===== config.mk =====
export PLATFORM = sky130hd
export DESIGN_NAME = spi_slave_driver_flat
export DESIGN_NICKNAME = d
export VERILOG_FILES = /design/src/rtl/spi_slave_driver_if.sv /design/src/rtl/spi_slave_driver.sv /design/src/flat_wrapper.sv
export SDC_FILE = /design/constraint.sdc
export NUM_CORES = 1
export LEC_CHECK = 0
export CAP_MARGIN = 40
export CORE_ASPECT_RATIO = 1.25
export CORE_MARGIN = 2
export CORE_UTILIZATION = 53
export DETAILED_ROUTE_END_ITERATION = 16
export PLACE_DENSITY = 0.77
export SLEW_MARGIN = 10
export SYNTH_ARGS = -nofsm -noshare
export SYNTH_HDL_FRONTEND = slang
export SYNTH_SLANG_ARGS = --single-unit

===== constraint.sdc =====
create_clock -name clk -period 1.8 [get_ports clk]
set_clock_uncertainty 0.1 [all_clocks]
set_input_delay 0.36 -clock clk [delete_from_list [all_inputs] [get_ports clk]]
set_output_delay 0.36 -clock clk [all_outputs]
set_load 0.05 [all_outputs]

===== src/rtl/spi_slave_driver_if.sv =====
// Signal bundle between an SPI master / word buffer and spi_slave_driver.
// The slave modport is the driver's view; master is the view of whatever drives it.
interface spi_slave_driver_if #(
   parameter int unsigned DATA_WIDTH = 8
);
   logic [DATA_WIDTH-1:0] data_in;
   logic [DATA_WIDTH-1:0] data_out;
   logic                  ready;
   logic                  sclk;
   logic                  cs;
   logic                  mosi;
   logic                  miso;

   modport slave (
      input  data_in, sclk, cs, mosi,
      output data_out, ready, miso
   );

   modport master (
      output data_in, sclk, cs, mosi,
      input  data_out, ready, miso
   );
endinterface


===== src/rtl/spi_slave_driver.sv =====
// SPI mode-0 slave physical stage, fully oversampled in the clk domain.
// Optional SPI_MISO_TRISTATE_EN: miso floats while deselected or idle.
module spi_slave_driver #(
   parameter int unsigned DATA_WIDTH  = 8,
   parameter int unsigned SYNC_STAGES = 2
) (
   input logic             clk,
   input logic             rst,
   spi_slave_driver_if.slave bus
);

   localparam int unsigned CNT_W = $clog2(DATA_WIDTH) + 1;

   typedef enum logic {
      IDLE,
      SHIFT
   } state_e;

   logic [SYNC_STAGES-1:0] sclk_sync_q;
   logic [SYNC_STAGES-1:0] cs_sync_q;
   logic [SYNC_STAGES-1:0] mosi_sync_q;
   logic                   sclk_prev_q;
   logic                   cs_prev_q;

   logic                   sclk_s;
   logic                   cs_s;
   logic                   mosi_s;
   logic                   sclk_rise;
   logic                   sclk_fall;
   logic                   cs_rise;
   logic                   cs_fall;

   state_e                 state_q, state_d;
   logic [DATA_WIDTH-1:0]  rx_q, rx_d;
   logic [DATA_WIDTH-1:0]  tx_q, tx_d;
   logic [DATA_WIDTH-1:0]  data_out_q, data_out_d;
   logic [CNT_W-1:0]       cnt_q, cnt_d;
   logic [1:0]             rdy_cnt_q, rdy_cnt_d;
   logic                   byte_done_q, byte_done_d;

   always_ff @(posedge clk or negedge rst) begin
      if (!rst) begin
         sclk_sync_q <= '0;
         cs_sync_q   <= '1;
         mosi_sync_q <= '0;
         sclk_prev_q <= 1'b0;
         cs_prev_q   <= 1'b1;
      end else begin
         sclk_sync_q <= {sclk_sync_q[SYNC_STAGES-2:0], bus.sclk};
         cs_sync_q   <= {cs_sync_q[SYNC_STAGES-2:0], bus.cs};
         mosi_sync_q <= {mosi_sync_q[SYNC_STAGES-2:0], bus.mosi};
         sclk_prev_q <= sclk_sync_q[SYNC_STAGES-1];
         cs_prev_q   <= cs_sync_q[SYNC_STAGES-1];
      end
   end

   assign sclk_s    = sclk_sync_q[SYNC_STAGES-1];
   assign cs_s      = cs_sync_q[SYNC_STAGES-1];
   assign mosi_s    = mosi_sync_q[SYNC_STAGES-1];
   assign sclk_rise = sclk_s & ~sclk_prev_q;
   assign sclk_fall = ~sclk_s & sclk_prev_q;
   assign cs_rise   = cs_s & ~cs_prev_q;
   assign cs_fall   = ~cs_s & cs_prev_q;

   always_ff @(posedge clk or negedge rst) begin
      if (!rst) begin
         state_q     <= IDLE;
         rx_q        <= '0;
         tx_q        <= '0;
         data_out_q  <= '0;
         cnt_q       <= '0;
         rdy_cnt_q   <= '0;
         byte_done_q <= 1'b0;
      end else begin
         state_q     <= state_d;
         rx_q        <= rx_d;
         tx_q        <= tx_d;
         data_out_q  <= data_out_d;
         cnt_q       <= cnt_d;
         rdy_cnt_q   <= rdy_cnt_d;
         byte_done_q <= byte_done_d;
      end
   end

   always_comb begin
      state_d     = state_q;
      rx_d        = rx_q;
      tx_d        = tx_q;
      data_out_d  = data_out_q;
      cnt_d       = cnt_q;
      rdy_cnt_d   = rdy_cnt_q;
      byte_done_d = byte_done_q;

      // Completion is state-independent so a byte finished together with cs rising still publishes from IDLE.
      if (cnt_q == CNT_W'(DATA_WIDTH)) begin
         data_out_d  = rx_q;
         cnt_d       = '0;
         byte_done_d = 1'b1;
         rdy_cnt_d   = 2'd2;
      end else if (rdy_cnt_q != 2'd0) begin
         rdy_cnt_d = rdy_cnt_q - 2'd1;
      end

      unique case (state_q)
         IDLE: begin
            if (cs_fall) begin
               state_d     = SHIFT;
               tx_d        = bus.data_in;
               byte_done_d = 1'b0;
            end
         end
         SHIFT: begin
            if (sclk_rise) begin
               rx_d  = {rx_q[DATA_WIDTH-2:0], mosi_s};
               cnt_d = cnt_q + CNT_W'(1);
            end else if (sclk_fall) begin
               if (byte_done_q) begin
                  tx_d        = bus.data_in;
                  byte_done_d = 1'b0;
               end else begin
                  tx_d = {tx_q[DATA_WIDTH-2:0], 1'b0};
               end
            end
            if (cs_rise) begin
               state_d = IDLE;
               if (cnt_d != CNT_W'(DATA_WIDTH)) begin
                  cnt_d = '0;
               end
            end
         end
         default: state_d = IDLE;
      endcase
   end

   assign bus.data_out = data_out_q;
   assign bus.ready    = (rdy_cnt_q != 2'd0);

`ifdef SPI_MISO_TRISTATE_EN
   assign bus.miso = (state_q == SHIFT && !cs_s) ? tx_q[DATA_WIDTH-1] : 1'bz;
`else
   assign bus.miso = (state_q == SHIFT && !cs_s) ? tx_q[DATA_WIDTH-1] : 1'b0;
`endif

endmodule


===== src/flat_wrapper.sv =====
// flat-port wrapper written by rule: the top's interface ports become plain ports
module spi_slave_driver_flat 
#(
   parameter int unsigned DATA_WIDTH  = 8,
   parameter int unsigned SYNC_STAGES = 2
)
  (clk, rst, bus_data_in, bus_sclk, bus_cs, bus_mosi, bus_data_out, bus_ready, bus_miso);
  spi_slave_driver_if #(.DATA_WIDTH(DATA_WIDTH)) bus_i ();
  input logic clk;
  input logic rst;
  input wire logic [$bits(bus_i.data_in)-1:0] bus_data_in;
  input wire logic [$bits(bus_i.sclk)-1:0] bus_sclk;
  input wire logic [$bits(bus_i.cs)-1:0] bus_cs;
  input wire logic [$bits(bus_i.mosi)-1:0] bus_mosi;
  output wire logic [$bits(bus_i.data_out)-1:0] bus_data_out;
  output wire logic [$bits(bus_i.ready)-1:0] bus_ready;
  output wire logic [$bits(bus_i.miso)-1:0] bus_miso;
  assign bus_i.data_in = bus_data_in;
  assign bus_i.sclk = bus_sclk;
  assign bus_i.cs = bus_cs;
  assign bus_i.mosi = bus_mosi;
  assign bus_data_out = bus_i.data_out;
  assign bus_ready = bus_i.ready;
  assign bus_miso = bus_i.miso;
  spi_slave_driver #(.DATA_WIDTH(DATA_WIDTH), .SYNC_STAGES(SYNC_STAGES)) u_core (.clk(clk), .rst(rst), .bus(bus_i));
endmodule

==> results of run 1 <==
## state kept, by name, indices dropped and copies added, names as in the netlist
register and count:
u_core.bus.data_out 8, u_core.byte_done_q 1, u_core.cnt_q 4, u_core.cs_prev_q 1, u_core.cs_sync_q 2, u_core.mosi_sync_q 2, u_core.rdy_cnt_q 2, u_core.rx_q 8
u_core.sclk_prev_q 1, u_core.sclk_sync_q 2, u_core.state_q 1, u_core.tx_q 8
## cell families after synthesis
kind of cell	Yosys count
AO/OA/AOI/OAI	21
AND/OR/NAND/NOR	34
flip-flops	40
adder cells (fa/ha/maj)	3
buffers and inverters	11
multiplexers	23
XOR/XNOR	3
## per-stage QoR
stage,hold slack [ns],instance area (um2)
after CTS,0.255,2050
after global routing,0.259,2050
after floorplan,-0.0356,1710
final,0.251,2050
after global placement,0.234,1950
after detailed placement,0.238,1950
## worst min-delay path by stage
stage | start | end | slack, ns
after detailed placement | rst | u_core.tx_q[1]$_DFFE_PN0P_ | 0.24
after CTS | u_core.sclk_sync_q[0]$_DFF_PN0_ | u_core.sclk_sync_q[1]$_DFF_PN0_ | 0.26
final | u_core.sclk_sync_q[0]$_DFF_PN0_ | u_core.sclk_sync_q[1]$_DFF_PN0_ | 0.25
after floorplan | rst | u_core.bus.data_out[0]$_DFFE_PN0P_ | -0.04
after global routing | u_core.sclk_sync_q[0]$_DFF_PN0_ | u_core.sclk_sync_q[1]$_DFF_PN0_ | 0.26
after global placement | u_core.sclk_sync_q[0]$_DFF_PN0_ | u_core.sclk_sync_q[1]$_DFF_PN0_ | 0.23
## layer usage
layer / track usage / vias up / share of wire
met1: 0.197 / 538 / 0.40
met4: 0.103 / 0 / 0.025
met5: 0 / - / 0
met2: 0.333 / 27 / 0.52
met3: 0.0664 / 8 / 0.047
li1: - / 520 / -
## cell usage after synthesis (2+ instances only)
| library cell | instances |
|---|---|
| dfrtp_1 | 37 |
| mux2i_1 | 7 |
| dfstp_2 | 3 |
| nand2b_1 | 3 |
| xnor2_1 | 3 |
| nor2b_1 | 3 |
| o21ai_1 | 2 |
| nand2_1 | 14 |
| nand3_1 | 6 |
| o21ai_0 | 12 |
| buf_4 | 2 |
| mux2_2 | 16 |
| inv_1 | 7 |
| nor2_1 | 2 |
| ha_1 | 3 |
## report_power, final
part	total, W	switching (W)	internal, W	leakage, nW
sequential	0.00121	0.000125	0.00108	0.504
clock	0.000594	0.000281	0.000312	0.0455
combinational	0.000567	0.000275	0.000292	0.415
total	0.00237	0.000682	0.00169	0.965
## final cells by class
| cell class | instances | area, um2 | share of cell area |
|---|---|---|---|
| sequential | 40 | 1010 | 0.490 |
| timing repair buffer | 25 | 240 | 0.117 |
| tap | 37 | 46.3 | 0.0226 |
| inverter | 7 | 26.3 | 0.0128 |
| multi-input combinational | 84 | 643 | 0.313 |
| clock buffer | 8 | 90.1 | 0.0439 |
## critical path: cells and delay by family, from the launching register on
family | cells | cell delay (ns)
flops | 1 | 0.42
buf+inv | 2 | 0.30
simple gates | 1 | 0.25
## timing repair
action,4_1_cts,5_1_grt
pin swaps,0,1
gates resized for setup,1,0
setup endpoints to repair,1,1
hold buffers,1,0
endpoints found under the hold margin,17,0
==> flow_summary.json, run 1 <==
{
  "ir_drop_v": 0.000827,
  "vias": 1093,
  "yosys_warnings": 0,
  "fmax_mhz": 582,
  "rr_worst_depth": 6,
  "clock_path_buffers": 2,
  "clk_pin_slew_ns": 0.07,
  "num_io_pins": 23,
  "cts_tree": "yes",
  "rr_endpoint": "u_core.cnt_q[3]$_DFF_PN0_",
  "grt_overflow": 0,
  "hpwl_um": 2050,
  "syn2layout_area_growth_pct": 20.7,
  "synthXorXnorAreaFrac": 0.0155,
  "grt_max_degree": 22,
  "yosysSeqAreaShare": 0.591,
  "grt_antenna_before_repair": 0,
  "grt_pass1_vias": 1140,
  "most-common-layout-cells": "36 x dfrtp_1, 16 x mux2_2, 14 x nand2_1",
  "synth_ff_type": "dfrtp_1",
  "setup_viol": 0,
  "row_count": 23,
  "synth_area_mm2": 0.00170,
  "first_iter_violations": 11,
  "cp-end-kind": "output pin",
  "root_buffer": "clkbuf_8",
  "status": "completed",
  "finalCritPeriodShare": 0.954,
  "cp_data_arrival_time_ns": 1.26,
  "dp_cells": 192,
  "cts_inserted_buffers": 5,
  "route.detailed.drc": 0,
  "cts.sink_count": 40,
  "crit_type": "reg2out",
  "synth.top_cell.area_share": 0.545,
  "synth_top_family_by_area": "multiplexers",
  "synthDistinctLibCells": 30,
  "rsz0062_at_grt": "false",
  "diodes": 0,
  "slew_violations": 0,
  "stdcell_count": 201,
  "syn-num-nets": 151,
  "fin_setup_tns_ns": 0,
  "path_cells": "inv_1 > nor3b_2 > buf_12",
  "nNetsFinal": 179,
  "worst_slew_margin_rel": 0.672,
  "firstDrtPassIters": 4,
  "fin_crit_ns": 1.72,
  "leakage_nw": 0.965,
  "utilization": 0.654,
  "die_area_mm2": 0.00368,
  "yosys.area.top_type": "dfrtp_1",
  "power_density_mw_per_mm2": 1160,
  "initial_core_util": 0.542,
  "final.fill_count": 254,
  "r2r-start": "u_core.cnt_q[0]$_DFF_PN0_",
  "postCtsSetupBuffers": 0,
  "synth-simple-area-share": 0.107,
  "viasPerCell": 5.44,
  "synth_adder_area_share": 0.0221,
  "hold_class": "reg2reg",
  "reg2reg_slack_ns": 0.21,
  "muxShareOfSynthArea": 0.147,
  "synthTopCellsByArea": "dfrtp_1 54%, mux2_2 11%, dfstp_2 4.6%, mux2i_1 4.1%, o21ai_0 3.5%",
  "netlist_instances": 135,
  "ctsHtreeMaxLevel": 2,
  "drive_gt1_frac": 0.268,
  "cpMaxStageDelayCell": "dfrtp_2",
  "hold_violations": 0,
  "final_common_cell": "dfrtp_1",
  "dieWidth_um": 54.7,
  "clock_latency_ns": 0.28,
  "dp_slack_ns": 0.262,
  "required_ns": 1.34,
  "synth_compound_area_frac": 0.0831,
  "drv_cap": 0,
  "setup_slack_ns": 0.0832,
  "crit_end": "bus_miso",
  "wl_per_cell_um": 14.4,
  "p_total_w": 0.00237,
  "crit_fanout": 7,
  "avgSynthCellArea_um2": 12.6,
  "ys_seq_elements": 40,
  "critPathLaunchType": "flip-flop",
  "whs_path_depth": 0,
  "grtUsageTotal": 0.193,
  "die_h_um": 67.3,
  "ant_nets": 0,
  "worst_pin_slew_ns": 0.492,
  "gp_congestion": 0.788,
  "synth-edff-count": 0,
  "routed_wl_um": 2900,
  "startpoint": "u_core.state_q$_DFF_PN0_",
  "slowest_delay_ns": 0.42,
  "async_flop_share": 1.00,
  "portBuffers": 22,
  "grt_pass1_wl_um": 4820,
  "core_area_mm2": 0.00314
}
Power figures use the tool's default switching activity.
==> run 2: changes to the inputs <==
--- a/config.mk
+++ b/config.mk
@@ -9,9 +9,11 @@
 export CORE_ASPECT_RATIO = 1.25
 export CORE_MARGIN = 2
 export CORE_UTILIZATION = 53
+export CTS_CLUSTER_SIZE = 40
 export DETAILED_ROUTE_END_ITERATION = 16
 export PLACE_DENSITY = 0.77
 export SLEW_MARGIN = 10
 export SYNTH_ARGS = -nofsm -noshare
 export SYNTH_HDL_FRONTEND = slang
 export SYNTH_SLANG_ARGS = --single-unit
+export TNS_END_PERCENT = 1
==> results of run 2 <==
No change in the layout: final DEF, timing and power equal those of run 1.
